## src/rtl/stream_demux_pkg.sv

```systemverilog
`default_nettype none
// ============================================================================
// Module      : stream_demux_pkg
// Description : Shared types and default constants for the 1-to-N stream
//               demultiplexer and its output register.
// Revision    : 1.0 - initial release
// ============================================================================
package stream_demux_pkg;

  // Default build parameters for the demux
  localparam int c_NUM_OUTS_DEF = 8;
  localparam int c_DATA_W_DEF   = 8;
  localparam int c_CNT_W_DEF    = 16;

  // Packet-tracking state: no packet open, routing to a locked channel, or
  // swallowing a packet whose select was out of range
  typedef enum logic [1:0] {
    S_IDLE  = 2'd0,
    S_ROUTE = 2'd1,
    S_DROP  = 2'd2
  } state_t;

endpackage
`default_nettype wire

```

## src/rtl/stream_demux_1xn_out_reg.sv

```systemverilog
`default_nettype none
// ============================================================================
// Module      : stream_out_reg
// Description : One-entry registered stream stage holding valid, last,
//               channel index and payload. Frees and reloads in the same
//               cycle, so a full-rate stream passes with no bubbles.
// Revision    : 1.0 - initial release
// ============================================================================
module stream_out_reg #(
  parameter int DATA_W = 8,
  parameter int CH_W   = 3
) (
  input  logic              clk,
  input  logic              rst_n,
  input  logic              i_load,
  input  logic [DATA_W-1:0] i_data,
  input  logic              i_last,
  input  logic [CH_W-1:0]   i_ch,
  input  logic              i_ready,
  output logic              o_free,
  output logic              o_valid,
  output logic [DATA_W-1:0] o_data,
  output logic              o_last,
  output logic [CH_W-1:0]   o_ch
);

  // The register contents travel together; ch doubles as the packet lock
  typedef struct packed {
    logic              valid;
    logic              last;
    logic [CH_W-1:0]   ch;
    logic [DATA_W-1:0] data;
  } oreg_t;

  oreg_t r_reg;

  // Space is available when empty or when the held beat drains this cycle
  assign o_free  = ~r_reg.valid | i_ready;
  assign o_valid = r_reg.valid;
  assign o_data  = r_reg.data;
  assign o_last  = r_reg.last;
  assign o_ch    = r_reg.ch;

  // Load a new beat, otherwise clear valid once the held beat is taken
  always_ff @(posedge clk or negedge rst_n) begin
    if (!rst_n) begin
      r_reg <= '0;
    end else if (i_load) begin
      r_reg <= '{valid: 1'b1, last: i_last, ch: i_ch, data: i_data};
    end else if (r_reg.valid && i_ready) begin
      r_reg.valid <= 1'b0;
    end
  end

endmodule
`default_nettype wire

```

## src/rtl/stream_demux_1xn.sv

```systemverilog
`default_nettype none
// ============================================================================
// Module      : stream_demux_1xn
// Description : Registered 1-to-NUM_OUTS packet demultiplexer with
//               valid/ready backpressure. The channel is sampled on a
//               packet's first beat and held until its last beat; packets
//               with an out-of-range select are swallowed and counted.
// Revision    : 1.0 - initial release
// ============================================================================
module stream_demux_1xn
  import stream_demux_pkg::*;
#(
  parameter int   NUM_OUTS = c_NUM_OUTS_DEF,
  parameter int   DATA_W   = c_DATA_W_DEF,
  parameter int   CNT_W    = c_CNT_W_DEF,
  localparam int  SEL_W    = $clog2(NUM_OUTS)
) (
  input  logic                clk,
  input  logic                rst_n,
  input  logic                in_valid,
  output logic                in_ready,
  input  logic [DATA_W-1:0]   in_data,
  input  logic [SEL_W-1:0]    in_sel,
  input  logic                in_last,
  output logic [NUM_OUTS-1:0] out_valid,
  input  logic [NUM_OUTS-1:0] out_ready,
  output logic [DATA_W-1:0]   out_data,
  output logic                out_last,
  output logic                sel_err,
  output logic [CNT_W-1:0]    drop_cnt
);

  // Ready vector padded to the full select range so indexing by ch is safe
  localparam int               c_PAD_W = 1 << SEL_W;
  localparam logic [SEL_W:0]   c_LIMIT = (SEL_W+1)'(NUM_OUTS);

  state_t             r_state;
  logic               r_sel_err;
  logic [CNT_W-1:0]   r_drop_cnt;

  logic [c_PAD_W-1:0] w_ready_pad;
  logic               w_ready_sel;
  logic               w_free;
  logic               w_reg_valid;
  logic [SEL_W-1:0]   w_ch_q;
  logic [SEL_W-1:0]   w_load_ch;
  logic               w_acc;
  logic               w_sel_ok;
  logic               w_load;

  assign w_ready_pad = c_PAD_W'(out_ready);
  assign w_ready_sel = w_ready_pad[w_ch_q];

  // Inside a dropped packet nothing is stored, so the input never stalls
  assign in_ready = (r_state == S_DROP) | w_free;
  assign w_acc    = in_valid & in_ready;
  assign w_sel_ok = ({1'b0, in_sel} < c_LIMIT);

  // Only the first beat looks at in_sel; later beats reuse the locked channel
  assign w_load_ch = (r_state == S_ROUTE) ? w_ch_q : in_sel;
  assign w_load    = w_acc & ((r_state == S_ROUTE) |
                              ((r_state == S_IDLE) & w_sel_ok));

  stream_out_reg #(
    .DATA_W (DATA_W),
    .CH_W   (SEL_W)
  ) u_out_reg (
    .clk     (clk),
    .rst_n   (rst_n),
    .i_load  (w_load),
    .i_data  (in_data),
    .i_last  (in_last),
    .i_ch    (w_load_ch),
    .i_ready (w_ready_sel),
    .o_free  (w_free),
    .o_valid (w_reg_valid),
    .o_data  (out_data),
    .o_last  (out_last),
    .o_ch    (w_ch_q)
  );

  // Fan the single valid out to the locked channel only
  for (genvar i = 0; i < NUM_OUTS; i++) begin : g_out_valid
    localparam logic [SEL_W-1:0] c_IDX = SEL_W'(i);
    assign out_valid[i] = w_reg_valid & (w_ch_q == c_IDX);
  end

  // Packet tracking FSM with registered error pulse and saturating counter
  always_ff @(posedge clk or negedge rst_n) begin
    if (!rst_n) begin
      r_state    <= S_IDLE;
      r_sel_err  <= 1'b0;
      r_drop_cnt <= '0;
    end else begin
      r_sel_err <= 1'b0;
      if (w_acc) begin
        case (r_state)
          S_IDLE: begin
            if (w_sel_ok) begin
              if (!in_last) r_state <= S_ROUTE;
            end else begin
              r_sel_err <= 1'b1;
              if (r_drop_cnt != '1) r_drop_cnt <= r_drop_cnt + CNT_W'(1);
              if (!in_last) r_state <= S_DROP;
            end
          end
          S_ROUTE, S_DROP: begin
            if (in_last) r_state <= S_IDLE;
          end
          default: r_state <= S_IDLE;
        endcase
      end
    end
  end

  assign sel_err  = r_sel_err;
  assign drop_cnt = r_drop_cnt;

endmodule
`default_nettype wire

```

## config.mk

```make
export PLATFORM = sky130hd
export DESIGN_NAME = stream_demux_1xn
export DESIGN_NICKNAME = d
export VERILOG_FILES = /design/src/rtl/stream_demux_pkg.sv /design/src/rtl/stream_demux_1xn_out_reg.sv /design/src/rtl/stream_demux_1xn.sv
export SDC_FILE = /design/constraint.sdc
export NUM_CORES = 1
export LEC_CHECK = 0
export CORE_ASPECT_RATIO = 2
export CORE_UTILIZATION = 31
export CTS_CLUSTER_DIAMETER = 60
export DETAILED_ROUTE_END_ITERATION = 12
export PLACE_DENSITY_LB_ADDON = 0.2
export RECOVER_POWER = 25
export SLEW_MARGIN = 20
export SYNTH_ARGS = -nofsm -noshare
export SYNTH_HDL_FRONTEND = slang
export SYNTH_HIERARCHICAL = 1
export SYNTH_SLANG_ARGS = --single-unit
```

## constraint.sdc

```tcl
create_clock -name clk -period 2.2 [get_ports clk]
set_clock_uncertainty 0.2 [all_clocks]
set_input_delay 0.22 -clock clk [delete_from_list [all_inputs] [get_ports clk]]
set_output_delay 0.22 -clock clk [all_outputs]
set_load 0.1 [all_outputs]
```

After elaboration in Yosys (flattened, before gate mapping)
Cells that the tools add are included.
{"block": "totals", "regBits": 15, "word_cells": 46}
{"block": "classes", "magnitude_cmp": 1, "n_eq_ne": 11, "n_mux": 7, "bitwise": 15, "reduce_logical": 7}
{"operator": "== test 3 bit, second input constant", "n": 4}
{"operator": "AND 1 bit", "n": 10}
{"operator": "== test 3 x 2 -> 1 bit, second input constant", "n": 2}
{"operator": "less-than comparator 3 x 4 -> 1 bit, second input constant", "n": 1}
{"operator": "2-to-1 mux 2 bit", "n": 2}
{"operator": "!= test 2 bit, second input constant", "n": 2}
{"operator": "one-hot mux 2 bit (2 select lines)", "n": 1}
{"operator": "binary-select mux 1 bit (select 3 bit)", "n": 1}
{"operator": "== test 3 x 1 -> 1 bit, second input constant", "n": 1}
{"operator": "logical NOT 3 bit", "n": 1}
{"operator": "2-to-1 mux 1 bit", "n": 3}
{"operator": "bitwise OR 1 bit", "n": 3}
{"operator": "AND reduction 3 bit", "n": 1}
{"operator": "== test 2 x 1 -> 1 bit, second input constant", "n": 1}
{"operator": "== test 2 bit, second input constant", "n": 1}
{"operator": "logical NOT 2 bit", "n": 1}
{"operator": "inverter 1 bit", "n": 2}
{"operator": "AND reduction 2 bit", "n": 1}
{"operator": "nonzero test 2 bit", "n": 1}
{"operator": "OR reduction 2 bit", "n": 1}
{"operator": "logical AND 1 bit", "n": 1}

Depth between registers and ports, before layout
Gate-level depths: netlist (run 1).
{"block": "logic_depth", "ltp_word": 7, "mapped_depth": 7}

Modules after synthesis
The synthesis (run 1) kept the hierarchy.
{"module": "stream_out_reg", "instances": 1, "cells_each": 28, "area_each_um2": 518.0, "seq_area_each_um2": 325.3}
{"module": "stream_demux_1xn", "instances": 1, "cells_each": 42, "area_each_um2": 341.6, "seq_area_each_um2": 25.0}

Least setup slack after synthesis (run 1)
Ideal clock, no wire load.
{"block": "synth_path", "kind": "register -> register", "start": "register u_out_reg.r_reg, in the netlist u_out_reg/o_ch[1]", "end": "register u_out_reg.r_reg, in the netlist u_out_reg/o_data[0]", "setup_ns": 0.126, "t_arrival_ns": 2.796, "slack_ns": -0.923, "stages_incl_launch_ff": 8, "path_cell_list": "dfrtp_1 > buf_6 > mux4_1 > mux2_2 > nand2b_1 > and2_1 > buf_6 > mux2_4"}
{"block": "synth_between", "elab_chain_cells": 6}
{"item": "from (decl)", "line": "stream_demux_1xn_out_reg.sv:35", "text": "oreg_t r_reg;"}
{"item": "from (signal assigned)", "line": "stream_demux_1xn_out_reg.sv:49", "text": "r_reg <= '{valid: 1'b1, last: i_last, ch: i_ch, data: i_data};"}
{"item": "binary-select mux 1 bit (select 3 bit)", "line": "stream_demux_1xn.sv:52", "text": "assign w_ready_sel = w_ready_pad[w_ch_q];"}
{"item": "2-to-1 mux 1 bit (not written as such)", "line": "stream_demux_1xn.sv:52"}
{"item": "via w_ready_sel", "line": "stream_demux_1xn.sv:42", "text": "logic w_ready_sel;"}
{"item": "bitwise OR 1 bit", "line": "stream_demux_1xn_out_reg.sv:38", "text": "assign o_free = ~r_reg.valid | i_ready;"}
{"item": "bitwise OR 1 bit", "line": "stream_demux_1xn.sv:55", "text": "assign in_ready = (r_state == S_DROP) | w_free;"}
{"item": "via in_ready", "line": "stream_demux_1xn.sv:21", "text": "output logic in_ready,"}
{"item": "AND 1 bit", "line": "stream_demux_1xn.sv:56", "text": "assign w_acc = in_valid & in_ready;"}
{"item": "via w_acc", "line": "stream_demux_1xn.sv:47", "text": "logic w_acc;"}
{"item": "AND 1 bit", "line": "stream_demux_1xn.sv:61", "text": "assign w_load = w_acc & ((r_state == S_ROUTE) |"}
The timed path passes the listed nets, and every way through them passes these cells. The select of a mux whose other input is x is not followed.
A chain may end at the register's enable or synchronous reset.

Final worst setup path (run 1)
{"block": "layout_path", "start": "register u_out_reg.r_reg, in the netlist u_out_reg/o_ch[1]", "end": "output in_ready"}
{"block": "layout_between", "elab_chain_cells": 4}
{"item": "binary-select mux 1 bit (select 3 bit)", "line": "stream_demux_1xn.sv:52"}
{"item": "2-to-1 mux 1 bit (not written as such)", "line": "stream_demux_1xn.sv:52"}
{"item": "via w_ready_sel", "line": "stream_demux_1xn.sv:42"}
{"item": "bitwise OR 1 bit", "line": "stream_demux_1xn_out_reg.sv:38"}
{"item": "bitwise OR 1 bit", "line": "stream_demux_1xn.sv:55"}
{"item": "to (decl)", "line": "stream_demux_1xn.sv:21"}
The timed path passes the listed nets, and every way through them passes these cells. The select of a mux whose other input is x is not followed.

==> flow_results.org, run 1 <==
** Logic synthesis
- The synthesized netlist occupies a cell area of 860 um2.
- Share of synthesized cell area in and, or, nand and nor gates :: 9.17%
- Of the total synthesized cell area, the portion taken by XOR and XNOR cells is 0%.
- Share of the yosys chip area belonging to registers :: 40.8%
- By area, the combinational part of the netlist is dominated by multiplexers.
- Post-synthesis instance total :: 70
- Share of the synthesized area in the top cell type :: 40.8%
- Area fraction in compound gates after synthesis :: 1.16%
- The synthesized design spends more area on one cell type than any other, namely sky130_fd_sc_hd__dfrtp_1.
- After synthesis, the share of cell area in mux cells is 31.0%.
- Mean instance size in the synthesized netlist :: 12.3 um2
- In this run, synthesis produced a sequential element count of 14.
- Number of library cell types mapped by synthesis :: 14
- Yosys attributes the largest share of cell area to sky130_fd_sc_hd__dfrtp_1 41%, sky130_fd_sc_hd__mux2_4 16%, sky130_fd_sc_hd__buf_4 15%, sky130_fd_sc_hd__mux2_2 9.2%, sky130_fd_sc_hd__mux4_1 6.1%.
- The synthesized netlist devotes 0% of its cell area to adder and majority cells.
- During synthesis, Yosys emitted a total of 6 warnings.

** Setup path
- Data on the critical path is required at its endpoint by 1.78 ns.
- The worst setup path is launched from a register.
- FF-to-FF path depth :: 5
- FF-to-FF Start :: u_out_reg/o_ch[1]
- In this run the worst path has a maximum fanout of 3.
- Reg2reg end :: u_out_reg/o_data[4]
- The worst setup path is of the register to output port kind.
- Flop-to-flop setup slack :: 0.01 ns
- Worst endpoint data arrival time :: 1.86 ns
- STA classifies the critical path endpoint as an output port.

** Timing
- Final Slew Violations :: 0
- Final hold violations :: 0
- Setup repair after global routing could not meet its margin everywhere.
- Slack of the critical path :: -0.0754 ns
- Fin Hold WS :: 0.233 ns
- In the finished design, the share of the clock period the worst path needs comes to 103%.
- Maximum clock rate :: 439 MHz
- Final critical delay including setup and external delays :: 2.28 ns
- Sum of negative setup slack :: -0.0754 ns
- For the pin with the worst max-slew slack, the measured transition is 0.608 ns.
- # setup viols final :: 1
- Worst relative slew slack :: 59.3%

** Final layout
- Most common library cell in the layout ignoring fill and taps :: sky130_fd_sc_hd__clkdlybuf4s50_1
- The post-route netlist has 48.3% of its cells at a drive strength greater than 1.
- Multi-input combinational cell area :: 450 um2
- Antenna Diode Count :: 0
- The library cells used most frequently in the layout, excluding fill and tap cells, are 21 x sky130_fd_sc_hd__clkdlybuf4s50_1, 17 x sky130_fd_sc_hd__conb_1, 14 x sky130_fd_sc_hd__buf_4.
- With fillers left out, the area of the finished cells amounts to 0.00140 mm2.
- The sequential cells in the finished layout cover a total of 352 um2.
- Final-layout fill cell count :: 240
- Area growth from synthesis to layout :: 62.3%
- After the last flow step, the layout net total stands at 141.

** Clock network
- Clock tree buffer depth :: 2
- The clock net in this run drives a total of 14 sinks.
- At the later pin of the worst-skew pair, clock insertion delay measures 0.24 ns.
- Cts bufs inserted :: 3
- In this run the number of H-tree levels came out at 1.
- The number of hold buffers added after CTS was 0.
- Clock-pin slew of the registers on the worst-case setup and hold paths :: 0.05 ns
- In this run the clock root is driven by a sky130_fd_sc_hd__clkbuf_8.
- TritonCTS built the clock tree.

** Routing
- In the final routing, the length of wire on met1 measures 592 um.
- Wirelength per Cell :: 12.6 um
- For this block, the routed nets add up to 1810 um of wire.
- The first routing iteration left 10 violations.
- Total number of vias :: 658
- DRC violation count after routing :: 0
- The first detailed-routing pass took 2 iterations.
- Met3 routed wirelength :: 141 um
- The highest metal layer carrying signal wires in the routed design is met4.
- Met2 wirelength from detailed routing :: 1040 um
- In the routed layout, each cell is associated on average with a via count of 4.57.
- The detail route stage leaves a number of antenna-violating nets equal to 0.

** Floorplan
- Once the floorplan was initialized, standard cells occupied 33.0% of the core.
- Die boundary width :: 39.2 um
- Core box area :: 0.00260 mm2
- The die covers 0.00300 mm2.
- The die is 76.5 um tall.
- Top-level port count :: 58
- After floorplanning, the core was divided into 26 placement rows.

** Global routing
- The via count of the first global-routing pass came to 673.
- The first global-routing pass estimated 2870 um of wire.
- Largest net degree at the start of global routing :: 15
- For this run the aggregate overflow at the end of global routing stands at 0.
- Tot GR Track Use :: 13.4%
- Antenna violations before repair :: 0

** Placed design
- Once placement finished, the instance area stood at 0.00133 mm2.
- Number of buffer cells added on primary ports :: 40
- Detailed-placement wirelength estimate :: 1500 um
- Final estimated routing congestion in global placement :: 0.648

** Min path
- Path category of the worst min-delay check :: primary input to asynchronous set/reset pin

** Status
- Outcome :: complete, but fails checks
- Violations in the final reports :: negative setup slack

** Job
- Max-capacitance violation count :: 0
[cell families (layout without fill, tap and decap cells)]
logic type,Yosys count,after routing
buffers and inverters,19,49
muxes,18,18
AOI/OAI and AO/OA,2,2
other,1,17
DFF,14,14
and+or+nand+nor,16,16
[worst max-delay path by stage]
stage                     slack (ns)              start  cells after the start                  end
after floorplan                -0.29  u_out_reg/o_ch[1]                      7  u_out_reg/o_data[0]
after global placement         -0.17       out_ready[7]                      6  u_out_reg/o_data[4]
after detailed placement       -0.17       out_ready[7]                      6  u_out_reg/o_data[0]
after CTS                      -0.09  u_out_reg/o_ch[1]                      5             in_ready
after global routing           -0.12  u_out_reg/o_ch[1]                      5             in_ready
final                          -0.08  u_out_reg/o_ch[1]                      5             in_ready
[synthesized netlist by cell type, drive strengths merged]
cell,count
a21oi,2
and2,1
buf,19
conb,1
dfrtp,14
mux2,16
mux4,2
nand2,2
nand2b,4
nor2,6
nor3,2
or2b,1
[what timing repair did]
action / in CTS / in global routing
resized for setup: 3 / 0
buffers inserted: 2 / 0
endpoints found under the setup margin: 13 / 11
pin swaps: 0 / 0
[per-stage QoR]
stage               std cells  worst slack, ns  utilization (%)
finish                    144          -0.0754             53.6
global route              144           -0.122             53.6
CTS                       144          -0.0920             53.6
detailed placement        139           -0.169             51.1
global placement          139           -0.166             51.1
floorplan                  86           -0.292                -
[worst max-delay path, stage by stage (launching register included)]
cell	delay [ns]
sky130_fd_sc_hd__dfrtp_2	0.40
sky130_fd_sc_hd__mux4_2	0.51
sky130_fd_sc_hd__mux2_4	0.28
sky130_fd_sc_hd__nand2b_4	0.14
sky130_fd_sc_hd__buf_6	0.12
sky130_fd_sc_hd__buf_12	0.15
[per-layer routing]
layer | global-route usage [%] | vias up
li1 | - | 294
met1 | 12.4 | 317
met2 | 25.0 | 43
met3 | 2.62 | 4
met4 | 6.21 | 0
met5 | 0 | -
[state kept, by name, indices dropped and copies added, names as in the netlist]
name,flops
u_out_reg/o_data,8
r_state,1
u_out_reg/o_ch,3
u_out_reg/o_last,1
u_out_reg/o_valid,1
[cell type report]
type | instances | area share [%]
multi-input combinational | 53 | 32.3
sequential | 14 | 25.2
clock buffer | 3 | 2.96
timing repair buffer | 46 | 37.0
tap | 28 | 2.51
Power of run 1 is left out: the tool's default activity adds up to more than one toggle a clock period on the data nets, which glitch-free logic cannot reach.
==> inputs of run 2 (changes only) <==
Settings changed: CORE_ASPECT_RATIO 2 to unset, CORE_UTILIZATION 31 to 35, SLEW_MARGIN 20 to 10.
Clock period 2.2 ns to 2.5 ns, I/O delays scaled along.
==> flow_results.org, run 2 (synthesis results as in run 1) <==
** Status
- The flow ran to the end, and the final reports show no timing, DRC or antenna violations.

** Routing
- In the final routed layout, each cell accounts on average for 11.2 um.
- Count of TritonRoute iterations in the first routing pass :: 3
- Once detail routing completed, the nets flagged for antenna violations numbered 0.
- Routed wire length :: 1570 um
- 1st-iter DRT viols :: 4
- Average via count per standard cell :: 4.29
- Total number of vias :: 601
- In the routed design, unresolved DRC markers number 0.

** Clock network
- Root buffer selected by CTS :: sky130_fd_sc_hd__clkbuf_4
- Clock tree buffer depth :: 2
- CTS built an H-tree with a depth of 1.
- Counting the buffers created by CTS gives 3.
- CTS tree :: yes
- TritonCTS Sinks :: 14
- In this run the post-CTS setup repair buffer count came out at 0.
- Latest clock arrival within the worst-skew pair :: 0.28 ns
- # resized after CTS :: 0
- Number of hold buffers added after CTS :: 0
- After clock tree synthesis, the clock-pin slew on the worst setup and hold paths is 0.09 ns.

** Floorplan
- Core box area :: 0.00225 mm2
- Die Y-Extent :: 51.6 um
- The floorplan step defined a die boundary enclosing 0.00266 mm2.
- Die boundary width :: 51.6 um
- Top-level port count :: 58
- Effective utilization at floorplan :: 38.1%
- Number of rows created at floorplan :: 17

** Final layout
- Post-route cell area :: 0.00124 mm2
- Compared with the post-synthesis result, the final layout area differs by 43.8%.
- Max reg flops :: 8
- Most frequent cells in the layout :: 21 x sky130_fd_sc_hd__clkdlybuf4s50_1, 18 x sky130_fd_sc_hd__buf_4, 17 x sky130_fd_sc_hd__conb_1
- Most common library cell in the layout ignoring fill and taps :: sky130_fd_sc_hd__clkdlybuf4s50_1
- In the final layout, the multi-input gates occupy 439 um2.
- Antenna Diode Count :: 0
- Registers take 350 um2.
- Final-layout fill cell count :: 209
- Layout cells sized above 1 :: 38.4%
- Number of nets in the layout :: 136

** Setup path
- The worst register-to-register path begins at u_out_reg/o_ch[1].
- Type of destination of the critical path :: output port
- Worst endpoint data arrival time :: 1.87 ns
- The number of cells on the worst reg-to-reg path is 5.
- Data on the critical path is required at its endpoint by 2.05 ns.
- Flop-to-flop setup slack :: 0.24 ns
- Reg2reg end :: u_out_reg/o_data[0]
- Setup Crit Path Kind :: register to output port
- The worst setup path is launched from a register.
- Critical path peak fanout :: 4

** Global routing
- Global Route met3 Usage :: 7.02%
- Fraction of met2 tracks used by global routing :: 23.8%
- Layer with the highest usage :: met2
- Global-route wire length before repair :: 2640 um
- Global routing used 15.0% of the available met1 tracks.
- Tot GR Track Use :: 13.9%
- Entering global routing, the biggest net connects 15 pins.
- Antenna violations before repair :: 0
- Total global routing overflow :: 0
- Number of global-route vias before repair :: 585

** Placed design
- Summing all placed instances gives a cell area of 0.00120 mm2.
- Setup Slack @ Placement :: 0.0655 ns
- Number of buffer cells added on primary ports :: 40
- Final estimated routing congestion in global placement :: 0.650
- Detailed-placement wirelength estimate :: 1250 um

** Timing
- Setup repair after global routing left no endpoint under its margin.
- Slack of the critical path :: 0.185 ns
- The count of final max-slew check failures is 0.
- # setup viols final :: 0
- The worst path needs 2.32 ns of the cycle, external delays included.
- For the pin with the worst max-slew slack, the measured transition is 0.635 ns.
- The number of failing hold endpoints at the final stage came to 0.
- Static timing analysis puts the maximum clock frequency at 432 MHz.
- Post-route fraction of the period consumed by the critical path :: 92.6%
- Worst relative slew slack :: 57.5%
- Hold timing on the final database bottoms out at a slack of 0.222 ns.

** Job
- Max-capacitance violation count :: 0

** Min path
- The worst hold path belongs to the class primary input to asynchronous set/reset pin.
## run 2: worst max path at each step
stage	start	endpoint	cells past startpoint
floorplan	u_out_reg/o_ch[1]	u_out_reg/o_data[0]	7
finish	u_out_reg/o_ch[1]	in_ready	4
global placement	out_ready[3]	u_out_reg/o_data[4]	6
CTS	u_out_reg/o_ch[1]	in_ready	4
detailed placement	out_ready[2]	u_out_reg/o_data[0]	6
global route	u_out_reg/o_ch[1]	in_ready	4
## run 2: area by class of cell
cell class | count | share of cell area (%)
clock buffer | 4 | 2.94
multi-input combinational | 53 | 35.5
tap | 28 | 2.83
timing repair buffer | 41 | 30.4
sequential | 14 | 28.3
## run 2: worst max-delay path: stages (launching register included)
cell                       delay [ns]
sky130_fd_sc_hd__dfrtp_1         0.42
sky130_fd_sc_hd__mux4_1          0.56
sky130_fd_sc_hd__mux2_2          0.27
sky130_fd_sc_hd__nand2b_4        0.16
sky130_fd_sc_hd__buf_12          0.17
## run 2: per-stage QoR
| step | cells | setup TNS, ns | util, % |
|---|---|---|---|
| floorplan | 86 | -0.313 | - |
| global placement | 136 | 0 | 53.2 |
| detailed placement | 136 | 0 | 53.2 |
| CTS | 140 | 0 | 54.8 |
| global route | 140 | 0 | 54.8 |
| finish | 140 | 0 | 54.8 |
## run 2: layer usage
layer | up-vias | part of all wire (%)
li1 | 288 | -
met1 | 277 | 39
met2 | 34 | 51
met3 | 2 | 8.7
met4 | 0 | 0.83
met5 | - | 0
Power of run 2 is left out for the same reason.
